File: config.mk
export PLATFORM = sky130hd
export DESIGN_NAME = mips_instr_encoder
export DESIGN_NICKNAME = d
export VERILOG_FILES = /design/src/rtl/mips_instr_encoder_pkg.sv /design/src/rtl/mips_instr_encoder_fifo.sv /design/src/rtl/mips_instr_encoder.sv
export SDC_FILE = /design/constraint.sdc
export NUM_CORES = 1
export LEC_CHECK = 0
export ABC_AREA = 1
export CORE_MARGIN = 2
export CORE_UTILIZATION = 41
export CTS_BUF_LIST = sky130_fd_sc_hd__clkbuf_8
export DETAILED_ROUTE_END_ITERATION = 16
export SYNTH_ARGS = -nofsm -noshare
export SYNTH_HDL_FRONTEND = slang
export SYNTH_SLANG_ARGS = --single-unit
File: constraint.sdc
create_clock -name clk -period 7.45 [get_ports clk]
set_input_delay 1.49 -clock clk [delete_from_list [all_inputs] [get_ports clk]]
set_output_delay 1.49 -clock clk [all_outputs]
set_load 0.02 [all_outputs]
File: src/rtl/mips_instr_encoder_pkg.sv
// mips_isa_pkg: opcode constants, command kinds, field positions, error codes and
// encoder FSM states shared by the instruction encoder and the control decoder.
package mips_isa_pkg;

  localparam logic [5:0] OP_R_TYPE = 6'h00;
  localparam logic [5:0] OP_ADDI   = 6'h08;
  localparam logic [5:0] OP_ORI    = 6'h0d;
  localparam logic [5:0] OP_ANDI   = 6'h0c;
  localparam logic [5:0] OP_LUI    = 6'h0f;
  localparam logic [5:0] OP_LW     = 6'h23;
  localparam logic [5:0] OP_SW     = 6'h2b;
  localparam logic [5:0] OP_BEQ    = 6'h04;
  localparam logic [5:0] OP_BNE    = 6'h05;
  localparam logic [5:0] OP_J      = 6'h02;
  localparam logic [5:0] OP_JAL    = 6'h03;

  localparam int OP_LSB    = 26;
  localparam int RS_LSB    = 21;
  localparam int RT_LSB    = 16;
  localparam int RD_LSB    = 11;
  localparam int SHAMT_LSB = 6;

  typedef enum logic [3:0] {
    KIND_R    = 4'd0,
    KIND_ADDI = 4'd1,
    KIND_ORI  = 4'd2,
    KIND_ANDI = 4'd3,
    KIND_LUI  = 4'd4,
    KIND_LW   = 4'd5,
    KIND_SW   = 4'd6,
    KIND_BEQ  = 4'd7,
    KIND_BNE  = 4'd8,
    KIND_J    = 4'd9,
    KIND_JAL  = 4'd10
  } cmd_kind_e;

  typedef enum logic [1:0] {
    ERR_NONE         = 2'd0,
    ERR_BAD_KIND     = 2'd1,
    ERR_BRANCH_RANGE = 2'd2,
    ERR_JUMP_REGION  = 2'd3
  } err_code_e;

  typedef enum logic [2:0] {
    ST_IDLE  = 3'd0,
    ST_RUN   = 3'd1,
    ST_DRAIN = 3'd2,
    ST_DONE  = 3'd3,
    ST_ERR   = 3'd4
  } enc_state_e;

  function automatic logic [31:0] r_word(input logic [4:0] rs, input logic [4:0] rt,
                                         input logic [4:0] rd, input logic [4:0] shamt,
                                         input logic [5:0] funct);
    return (32'(OP_R_TYPE) << OP_LSB) | (32'(rs) << RS_LSB) | (32'(rt) << RT_LSB) |
           (32'(rd) << RD_LSB) | (32'(shamt) << SHAMT_LSB) | 32'(funct);
  endfunction

  function automatic logic [31:0] i_word(input logic [5:0] op, input logic [4:0] rs,
                                         input logic [4:0] rt, input logic [15:0] imm);
    return (32'(op) << OP_LSB) | (32'(rs) << RS_LSB) | (32'(rt) << RT_LSB) | 32'(imm);
  endfunction

  function automatic logic [31:0] j_word(input logic [5:0] op, input logic [25:0] idx);
    return (32'(op) << OP_LSB) | 32'(idx);
  endfunction

endpackage

File: src/rtl/mips_instr_encoder_fifo.sv
// enc_fifo: synchronous FIFO of {addr, word} with head and head+1 peek ports,
// full/empty/two-or-more flags and a synchronous flush.
module enc_fifo #(
  parameter int WIDTH = 64,
  parameter int DEPTH = 4
) (
  input  logic             clk,
  input  logic             reset,
  input  logic             flush,
  input  logic             push,
  input  logic [WIDTH-1:0] wdata,
  input  logic             pop,
  output logic [WIDTH-1:0] head,
  output logic [WIDTH-1:0] next,
  output logic             empty,
  output logic             full,
  output logic             multi
);

  localparam int AW = $clog2(DEPTH);

  logic [WIDTH-1:0] mem_q [DEPTH];
  logic [AW:0]      wr_ptr_q, wr_ptr_d, rd_ptr_q, rd_ptr_d;
  logic [AW:0]      count_s;
  logic [AW-1:0]    rd_next_idx_s;
  logic             do_push_s, do_pop_s;

  assign count_s       = wr_ptr_q - rd_ptr_q;
  assign empty         = (count_s == {(AW+1){1'b0}});
  assign full          = (count_s == (AW+1)'(DEPTH));
  assign multi         = (count_s >= (AW+1)'(2));
  assign rd_next_idx_s = rd_ptr_q[AW-1:0] + {{(AW-1){1'b0}}, 1'b1};
  assign head          = mem_q[rd_ptr_q[AW-1:0]];
  assign next          = mem_q[rd_next_idx_s];
  // A push into a full FIFO is only legal when the head leaves on the same edge.
  assign do_push_s     = push && (!full || pop);
  assign do_pop_s      = pop && !empty;

  always_comb begin
    wr_ptr_d = wr_ptr_q;
    rd_ptr_d = rd_ptr_q;
    if (flush) begin
      wr_ptr_d = {(AW+1){1'b0}};
      rd_ptr_d = {(AW+1){1'b0}};
    end else begin
      if (do_push_s) begin
        wr_ptr_d = wr_ptr_q + {{AW{1'b0}}, 1'b1};
      end else begin
        wr_ptr_d = wr_ptr_q;
      end
      if (do_pop_s) begin
        rd_ptr_d = rd_ptr_q + {{AW{1'b0}}, 1'b1};
      end else begin
        rd_ptr_d = rd_ptr_q;
      end
    end
  end

  always_ff @(posedge clk) begin
    if (reset) begin
      wr_ptr_q <= {(AW+1){1'b0}};
      rd_ptr_q <= {(AW+1){1'b0}};
    end else begin
      wr_ptr_q <= wr_ptr_d;
      rd_ptr_q <= rd_ptr_d;
    end
  end

  always_ff @(posedge clk) begin
    if (do_push_s && !flush) begin
      mem_q[wr_ptr_q[AW-1:0]] <= wdata;
    end
  end

endmodule

File: src/rtl/mips_instr_encoder.sv
// mips_instr_encoder: turns instruction commands into MIPS words and streams them to
// instruction memory. Define ENC_RANGE_CHECK_EN to enable branch-range/jump-region checks.
module mips_instr_encoder
  import mips_isa_pkg::*;
#(
  parameter logic [31:0] BASE_ADDR  = 32'h0040_0000,
  parameter int          ADDR_W     = 32,
  parameter int          FIFO_DEPTH = 4
) (
  input  logic              clk,
  input  logic              reset,
  input  logic              start,
  input  logic              cmd_valid,
  output logic              cmd_ready,
  input  logic              cmd_last,
  input  logic [3:0]        cmd_kind,
  input  logic [4:0]        cmd_rs,
  input  logic [4:0]        cmd_rt,
  input  logic [4:0]        cmd_rd,
  input  logic [4:0]        cmd_shamt,
  input  logic [5:0]        cmd_funct,
  input  logic [15:0]       cmd_imm,
  input  logic [31:0]       cmd_target,
  output logic              mem_we,
  input  logic              mem_ready,
  output logic [ADDR_W-1:0] mem_addr,
  output logic [31:0]       mem_wdata,
  output logic [15:0]       word_count,
  output logic              done,
  output logic              err,
  output logic [1:0]        err_code
);

  localparam int ENTRY_W = ADDR_W + 32;

  enc_state_e        state_q, state_d;
  logic [31:0]       pc_q, pc_d;
  logic              mem_we_q, mem_we_d;
  logic [ADDR_W-1:0] mem_addr_q, mem_addr_d;
  logic [31:0]       mem_wdata_q, mem_wdata_d;
  logic [15:0]       word_count_q, word_count_d;
  logic              done_q, done_d, err_q, err_d;
  logic [1:0]        err_code_q, err_code_d;

  logic [31:0]       pc_plus4_s, br_off_s, enc_word_s;
  logic              kind_bad_s, is_branch_s, is_jump_s, br_fail_s, j_fail_s, cmd_err_s;
  logic              cmd_ready_s, accept_s, push_s, wr_done_s;
  logic [ENTRY_W-1:0] fifo_head_s, fifo_next_s;
  logic              fifo_empty_s, fifo_full_s, fifo_multi_s;

  assign pc_plus4_s = pc_q + 32'd4;
  assign br_off_s   = cmd_target - pc_plus4_s;

  always_comb begin
    enc_word_s  = 32'd0;
    kind_bad_s  = 1'b0;
    is_branch_s = 1'b0;
    is_jump_s   = 1'b0;
    case (cmd_kind)
      KIND_R:    enc_word_s = r_word(cmd_rs, cmd_rt, cmd_rd, cmd_shamt, cmd_funct);
      KIND_ADDI: enc_word_s = i_word(OP_ADDI, cmd_rs, cmd_rt, cmd_imm);
      KIND_ORI:  enc_word_s = i_word(OP_ORI, cmd_rs, cmd_rt, cmd_imm);
      KIND_ANDI: enc_word_s = i_word(OP_ANDI, cmd_rs, cmd_rt, cmd_imm);
      KIND_LUI:  enc_word_s = i_word(OP_LUI, 5'd0, cmd_rt, cmd_imm);
      KIND_LW:   enc_word_s = i_word(OP_LW, cmd_rs, cmd_rt, cmd_imm);
      KIND_SW:   enc_word_s = i_word(OP_SW, cmd_rs, cmd_rt, cmd_imm);
      KIND_BEQ: begin
        enc_word_s  = i_word(OP_BEQ, cmd_rs, cmd_rt, br_off_s[17:2]);
        is_branch_s = 1'b1;
      end
      KIND_BNE: begin
        enc_word_s  = i_word(OP_BNE, cmd_rs, cmd_rt, br_off_s[17:2]);
        is_branch_s = 1'b1;
      end
      KIND_J: begin
        enc_word_s = j_word(OP_J, cmd_target[27:2]);
        is_jump_s  = 1'b1;
      end
      KIND_JAL: begin
        enc_word_s = j_word(OP_JAL, cmd_target[27:2]);
        is_jump_s  = 1'b1;
      end
      default:   kind_bad_s = 1'b1;
    endcase
  end

`ifdef ENC_RANGE_CHECK_EN
  // Word offset must sign-fit in 16 bits: bits 31..17 of the byte offset all equal.
  assign br_fail_s = is_branch_s &&
                     ((br_off_s[31:17] != {15{br_off_s[31]}}) || (cmd_target[1:0] != 2'b00));
  assign j_fail_s  = is_jump_s &&
                     ((cmd_target[31:28] != pc_plus4_s[31:28]) || (cmd_target[1:0] != 2'b00));
  logic unused_range_s;
  assign unused_range_s = ^br_off_s[1:0];
`else
  assign br_fail_s = 1'b0;
  assign j_fail_s  = 1'b0;
  logic unused_range_s;
  assign unused_range_s = ^{br_off_s[31:18], br_off_s[1:0], cmd_target[31:28], cmd_target[1:0],
                            pc_plus4_s[31:28], is_branch_s, is_jump_s};
`endif

  assign cmd_err_s   = kind_bad_s || br_fail_s || j_fail_s;
  assign cmd_ready_s = (state_q == ST_RUN) && !fifo_full_s && !start;
  assign accept_s    = cmd_valid && cmd_ready_s;
  assign push_s      = accept_s && !cmd_err_s;
  assign wr_done_s   = mem_we_q && mem_ready;

  // The FIFO head stays resident while it sits in the output register; it pops on completion.
  enc_fifo #(
    .WIDTH (ENTRY_W),
    .DEPTH (FIFO_DEPTH)
  ) u_fifo (
    .clk   (clk),
    .reset (reset),
    .flush (start),
    .push  (push_s),
    .wdata ({ADDR_W'(pc_q), enc_word_s}),
    .pop   (wr_done_s && !start),
    .head  (fifo_head_s),
    .next  (fifo_next_s),
    .empty (fifo_empty_s),
    .full  (fifo_full_s),
    .multi (fifo_multi_s)
  );

  always_comb begin
    state_d      = state_q;
    pc_d         = pc_q;
    mem_we_d     = mem_we_q;
    mem_addr_d   = mem_addr_q;
    mem_wdata_d  = mem_wdata_q;
    word_count_d = word_count_q;
    done_d       = done_q;
    err_d        = err_q;
    err_code_d   = err_code_q;
    if (start) begin
      state_d      = ST_RUN;
      pc_d         = BASE_ADDR;
      mem_we_d     = 1'b0;
      word_count_d = 16'd0;
      done_d       = 1'b0;
      err_d        = 1'b0;
      err_code_d   = ERR_NONE;
    end else begin
      if (push_s) begin
        pc_d = pc_plus4_s;
      end else begin
        pc_d = pc_q;
      end
      if (wr_done_s) begin
        word_count_d = (word_count_q == 16'hFFFF) ? word_count_q : word_count_q + 16'd1;
        mem_we_d     = fifo_multi_s;
        mem_addr_d   = fifo_multi_s ? fifo_next_s[ENTRY_W-1:32] : mem_addr_q;
        mem_wdata_d  = fifo_multi_s ? fifo_next_s[31:0] : mem_wdata_q;
      end else if (!mem_we_q && !fifo_empty_s) begin
        mem_we_d    = 1'b1;
        mem_addr_d  = fifo_head_s[ENTRY_W-1:32];
        mem_wdata_d = fifo_head_s[31:0];
      end else begin
        mem_we_d = mem_we_q;
      end
      case (state_q)
        ST_IDLE:  state_d = ST_IDLE;
        ST_RUN: begin
          if (accept_s && cmd_err_s) begin
            state_d    = ST_ERR;
            err_d      = 1'b1;
            err_code_d = kind_bad_s ? ERR_BAD_KIND : (br_fail_s ? ERR_BRANCH_RANGE : ERR_JUMP_REGION);
          end else if (accept_s && cmd_last) begin
            state_d = ST_DRAIN;
          end else begin
            state_d = ST_RUN;
          end
        end
        ST_DRAIN: state_d = (fifo_empty_s && !mem_we_q) ? ST_DONE : ST_DRAIN;
        ST_DONE:  state_d = ST_DONE;
        ST_ERR:   state_d = ST_ERR;
        default:  state_d = ST_IDLE;
      endcase
      done_d = (state_d == ST_DONE);
    end
  end

  always_ff @(posedge clk) begin
    if (reset) begin
      state_q      <= ST_IDLE;
      pc_q         <= BASE_ADDR;
      mem_we_q     <= 1'b0;
      mem_addr_q   <= {ADDR_W{1'b0}};
      mem_wdata_q  <= 32'd0;
      word_count_q <= 16'd0;
      done_q       <= 1'b0;
      err_q        <= 1'b0;
      err_code_q   <= ERR_NONE;
    end else begin
      state_q      <= state_d;
      pc_q         <= pc_d;
      mem_we_q     <= mem_we_d;
      mem_addr_q   <= mem_addr_d;
      mem_wdata_q  <= mem_wdata_d;
      word_count_q <= word_count_d;
      done_q       <= done_d;
      err_q        <= err_d;
      err_code_q   <= err_code_d;
    end
  end

  assign cmd_ready  = cmd_ready_s;
  assign mem_we     = mem_we_q;
  assign mem_addr   = mem_addr_q;
  assign mem_wdata  = mem_wdata_q;
  assign word_count = word_count_q;
  assign done       = done_q;
  assign err        = err_q;
  assign err_code   = err_code_q;

endmodule

After elaboration in Yosys (flattened, before gate mapping) --
Memories as Yosys holds them, arrays and structs flattened. A register that Yosys moved wholly into a read port is not among the register bits. Index checks and enable logic that the tools add are counted.
Operators by class: equality and inequality tests 18, $add $sub $neg 7, reduce and logical (&&, ||, !) cells 26, div/mod/pow operators 0, $lt $le $gt $ge 1, bitwise gates (word level) 21, $mul 0, shift operators 0, muxes and demuxes 21
Operators by type and width (number):
- 32-bit case mux with 11 select lines | 1
- 32-bit two-way mux | 6
- 30-bit by 16-bit bitwise OR with 30-bit output | 4
- 30-bit by 21-bit bitwise OR with 30-bit output | 3
- 32-bit by 16-bit bitwise OR with 32-bit output | 2
- 32-bit by 21-bit bitwise OR with 32-bit output | 2
- 29-bit by 16-bit bitwise OR with 29-bit output | 2
- 29-bit by 21-bit bitwise OR with 29-bit output | 2
- 32-bit by 3-bit adder with 32-bit output (second input constant) | 1
- 26-bit by 11-bit bitwise OR with 26-bit output | 1
- 26-bit by 16-bit bitwise OR with 26-bit output | 1
- 26-bit by 21-bit bitwise OR with 26-bit output | 1
- 26-bit by 6-bit bitwise OR with 26-bit output | 1
- 18-bit subtractor | 1
- 16-bit by 1-bit adder with 16-bit output (second input constant) | 1
- 16-bit equality test (second input constant) | 1
- 4-bit by 3-bit equality test with 1-bit output (second input constant) | 4
- 1-bit logical AND | 13
- 4-bit equality test (second input constant) | 3
- 3-bit case mux with 4 select lines | 1
- 11-bit OR reduction | 1
- 3-bit by 2-bit equality test with 1-bit output (second input constant) | 3
- 4-bit by 2-bit equality test with 1-bit output (second input constant) | 2
- 2-bit two-way mux | 4
- 19 further kinds | 33
Word-level totals: memory bits (writable) 256, logic and storage cells 107, memory bits (read-only) 0, output and inout bits 86, latch bits 0, memories 1, flip-flop bits (word level) 126
Memories:
- u_fifo.mem_q | words 4, width 64, rd ports 2, clocked after memory_dff 1, wr ports 1, RTL line mips_instr_encoder_fifo.sv:22 | logic [WIDTH-1:0] mem_q [DEPTH];

Logic depth before layout (Yosys ltp) --
word-level depth 12, gate-level depth with buffers 18, mapped depth without buffers 17

Cells and area by module --
Synthesis repeated with hierarchy kept, for this count alone.
Second synthesis, totals: cells, all modules 2101, area total of the unflattened synthesis 18670.4 µm²
Modules (own cells, without submodules):
- enc_fifo | sequential area each 7847.5 µm², instances 1, cells an instance 1056, area each 11826.3 µm²
- mips_instr_encoder | sequential area each 2342.2 µm², instances 1, cells an instance 1045, area each 6844.1 µm²

Least setup slack after synthesis --
No wires, ideal clock.
path kind input -> register, start input start, end memory u_fifo.mem_q[0][0] (enable), stages on the path 6, required time 6970 ps, buffers on the path 1, slack 2053 ps, arrival 4917 ps, cell sequence nor4_1 -> nand3_2 -> nor2_8 -> inv_4 -> buf_2 -> nor2_1
Between the ends: word-level cells in the longest chain between the ends 8, elaborated cells between the ends (all ways) 10
Ends and longest elaborated chain:
- start: declaration | RTL line mips_instr_encoder.sv:12 | input logic start,
- 1-bit zero test (*) | RTL line mips_instr_encoder_fifo.sv:70, mips_instr_encoder.sv:104, mips_instr_encoder.sv:119
- 1-bit logical AND | RTL line mips_instr_encoder.sv:104 | assign cmd_ready_s = (state_q == ST_RUN) && !fifo_full_s && !start;
- 1-bit logical AND | RTL line mips_instr_encoder.sv:105 | assign accept_s = cmd_valid && cmd_ready_s;
- 1-bit logical AND | RTL line mips_instr_encoder.sv:106 | assign push_s = accept_s && !cmd_err_s;
- 1-bit logical AND | RTL line mips_instr_encoder_fifo.sv:36 | assign do_push_s = push && (!full || pop);
- 1-bit logical AND (*) | RTL line mips_instr_encoder_fifo.sv:70 | if (do_push_s && !flush) begin
- 1-bit two-way mux (*) | RTL line mips_instr_encoder_fifo.sv:70
- 1-bit two-way mux (not written as such) (*) | RTL line mips_instr_encoder_fifo.sv:71 | mem_q[wr_ptr_q[AW-1:0]] <= wdata;
- end: declaration | RTL line mips_instr_encoder_fifo.sv:22
Every way passes the cells marked *; elsewhere a longest branch is shown, timed or not.

Worst setup path after layout --
start register u_fifo.rd_ptr_q[0], end output cmd_ready
Between the ends: word-level cells in the longest chain between the ends 5
Ends and longest elaborated chain:
- start: declaration | RTL line mips_instr_encoder_fifo.sv:23 | logic [AW:0] wr_ptr_q, wr_ptr_d, rd_ptr_q, rd_ptr_d;
- start signal: assignment | RTL line mips_instr_encoder_fifo.sv:62 | rd_ptr_q <= {(AW+1){1'b0}};
- start signal: assignment | RTL line mips_instr_encoder_fifo.sv:65 | rd_ptr_q <= rd_ptr_d;
- 3-bit subtractor | RTL line mips_instr_encoder_fifo.sv:28 | assign count_s = wr_ptr_q - rd_ptr_q;
- 3-bit equality test | RTL line mips_instr_encoder_fifo.sv:30 | assign full = (count_s == (AW+1)'(DEPTH));
- 1-bit zero test | RTL line mips_instr_encoder.sv:104
- 1-bit logical AND (2 in a row) | RTL line mips_instr_encoder.sv:104
- end: declaration | RTL line mips_instr_encoder.sv:14 | output logic cmd_ready,
No other way between the ends.

==> flow_metrics.py <==
metrics = {
    "placed_design": {
        "gp_congestion": 0.906,
        "post-place-ws_ns": 2.34,
        "io_buffer_count": 160,
        "hpwl_um": 32900,
    },
    "sta": {
        "worst_pin_slew_ns": 1.19,
        "period_minus_slack_ns": 4.70,
        "finClkSkew_ns": 0.0292,
        "grt_setup_unrepaired": "no",
        "period_share": 0.631,
        "timing_hold_violations_final": 0,
        "fmaxAchievable_mhz": 213,
        "final.setup.tns_ns": 0,
        "setup_viol": 0,
        "slew_viol_final": 0,
        "fin_hold_ws_ns": 0.462,
        "relSlewSlack": 0.200,
        "setup_ws_ns": 2.75,
    },
    "yosys": {
        "ys_ff_latch": 366,
        "yosysTopAreaCellShare": 0.403,
        "ys.flop_type": "edfxtp_1",
        "synth_edf_count": 244,
        "synth_area_um2": 18200,
        "netlist_instances": 2118,
        "yosysUniqueCellTypes": 52,
        "ys_seq_area_frac": 0.537,
        "yosysMostFrequentCell": "o21ai_0",
        "synthTopCellsByCount": "o21ai_0 (469), nand2_1 (306), edfxtp_1 (244), nor2_1 (200), inv_1 (174)",
        "avgSynthCellArea_um2": 8.59,
        "synthArstFlopShare": 0,
        "synth_area_leader_cell": "edfxtp_1",
        "yosysWarnings": 0,
        "synth.top_cells.by_area": "edfxtp_1 (40%), dfxtp_1 (13%), o21ai_0 (13%)",
    },
    "pwr": {
        "netSwitchingFraction": 0.232,
        "p_leak_nw": 7.66,
        "netSwitchingPower_mw": 0.991,
        "vdd_ir_drop_max_mv": 0.0962,
        "p_int_mw": 3.29,
        "pwr-share-clk": 0.432,
        "p_comb_frac": 0.056,
        "powerDensity_nw_per_um2": 199,
        "seqPwrFrac": 0.513,
        "finalPower_mw": 4.28,
    },
    "global_routing": {
        "overflow": 0,
        "grt_pass1_wl_um": 84000,
        "antenna_found_initial": 5,
        "track_usage": 0.232,
        "grt_max_degree": 95,
        "grt_pass1_vias": 15600,
    },
    "die": {
        "coreArea_um2": 44000,
        "die_w_um": 215,
        "io_pins": 170,
        "rows": 77,
        "fp.dieArea_um2": 46100,
        "start_util": 0.413,
        "fp.dieH_um": 215,
    },
    "clocking": {
        "clk_pin_slew_ns": 0.06,
        "cts_setup_buffers": 0,
        "ctsHoldBuffers": 0,
        "tritoncts": "done",
        "insertion_delay_ns": 0.61,
        "cts_resized": 0,
        "h-tree-depth": 3,
        "clk_path_buf_depth": 3,
        "clock_sinks": 366,
        "ctsRootBufferMaster": "clkbuf_8",
        "numCtsBuffers": 67,
    },
    "final_layout": {
        "final_nets": 2341,
        "drive_gt1_frac": 0.0724,
        "synthToLayoutAreaGrowth_pct": 18.3,
    },
    "critical_path": {
        "crit_path_start_kind": "flip-flop",
        "cp.arrival_ns": 3.21,
        "required_ns": 5.96,
        "endpoint_kind": "output port",
        "criticalPathCategory": "flip-flop to output port",
        "cp_max_fo": 32,
    },
    "flow_run": {
        "drv_cap": 0,
    },
    "drt": {
        "avgViaCountPerCell": 5.54,
        "drt_wl_total_um": 54300,
        "vias": 16000,
        "drtPass1Iterations": 5,
        "remaining_drc_errors": 0,
        "ant_nets": 0,
        "drt_iter0_markers": 1522,
        "wire_per_inst_um": 18.8,
    },
    "hold_path": {
        "hold_class": "flip-flop to flip-flop",
    },
    "status": {
        "outcome": "finished, final reports clean",
    },
}
-- cells by family (layout without fill, tap and decap cells) --
logic type	Yosys count	count (layout)	share of synthesized area
AOI/OAI and AO/OA	741	741	0.214
xor gates and xnor gates	16	16	0.00771
adders and majority gates	16	16	0.0118
buffers and inverters	312	485	0.0683
DFF	366	366	0.537
other	1	4	0.000206
and+or+nand+nor	666	666	0.161
-- layout make-up --
| type | instances | area (um^2) |
|---|---|---|
| Antenna cell | 1 | 2.50 |
| Sequential cell | 366 | 9780 |
| Clock inverter | 43 | 215 |
| Timing Repair Buffer | 182 | 1780 |
| Fill cell | 4160 | 22500 |
| Tap cell | 592 | 741 |
| Inverter | 182 | 691 |
| Multi-Input combinational cell | 1442 | 7230 |
| Clock buffer | 78 | 1070 |
-- flip-flops by register name, summed over array words and instances (netlist names), 3 cells and up, named ones only --
name / count
mem_wdata: 31
pc_q: 30
word_count: 16
u_fifo.rd_ptr_q: 3
u_fifo.wr_ptr_q: 3
u_fifo.mem_q: 244
state_q: 3
mem_addr: 30
-- worst paths after layout --
path | slack [ns] | startpoint | cells past startpoint | endpoint
hold / removal | 0.46 | err_code[1] | 2 | err_code[1]
hold reg to reg | 0.46 | err_code[1] | 2 | err_code[1]
setup reg to reg | 2.98 | u_fifo.rd_ptr_q[0] | 10 | u_fifo.mem_q[2][19]
setup / recovery | 2.75 | u_fifo.rd_ptr_q[0] | 8 | cmd_ready
-- stage by stage --
stage	util	instances	area [um^2]
floorplan	-	2120	18200
global placement	0.459	2764	20200
detailed placement	0.459	2764	20200
CTS	0.489	2885	21500
global route	0.489	2885	21500
finish	0.489	2886	21500
-- cells in the final DEF (no fill, tap or decap), types with 4 or more instances in the layout --
| cell type | n |
|---|---|
| xnor2_1 | 6 |
| nand2_1 | 305 |
| a31oi_1 | 64 |
| o21ai_0 | 469 |
| nand2_2 | 19 |
| clkbuf_8 | 78 |
| ha_1 | 13 |
| nor2_1 | 196 |
| clkinv_1 | 9 |
| clkdlybuf4s50_1 | 160 |
| nand3_1 | 63 |
| a221oi_1 | 6 |
| xor2_1 | 10 |
| nor4_1 | 7 |
| a22oi_1 | 4 |
| a21oi_1 | 172 |
| inv_2 | 4 |
| nor2_4 | 6 |
| o2111ai_1 | 4 |
| o21ai_1 | 7 |
| nor3b_2 | 4 |
| nor3_1 | 15 |
| nand3_2 | 9 |
| edfxtp_1 | 244 |
| nand4_1 | 23 |
| inv_1 | 205 |
| nor2_2 | 5 |
| dfxtp_1 | 119 |
| buf_4 | 21 |
-- critical path, stage by stage, from the launching register on --
cell and delay, ns:
dfxtp_4 0.52, ha_1 0.29, fa_1 0.38, xnor2_1 0.18, xor2_1 0.27, or2_1 0.20, nand2_1 0.06, inv_1 0.10
clkdlybuf4s50_1 0.61
-- power groups by stage --
stage | sequential [mW] | clock (mW) | combinational [mW]
2_1_floorplan | 2.24 | 0 | 0.114
3_3_place_gp | 2.23 | 0 | 0.235
3_5_place_dp | 2.24 | 0 | 0.238
4_1_cts | 2.19 | 1.89 | 0.239
5_1_grt | 2.19 | 1.98 | 0.261
6_report | 2.19 | 1.85 | 0.239
-- metal layers --
layer	vias up	part of all wire	track usage
li1	7634	-	-
met1	7578	0.42	0.297
met2	644	0.47	0.382
met3	128	0.074	0.0407
met4	8	0.033	0.107
met5	-	0.00092	0
Power figures use the tool's default switching activity.
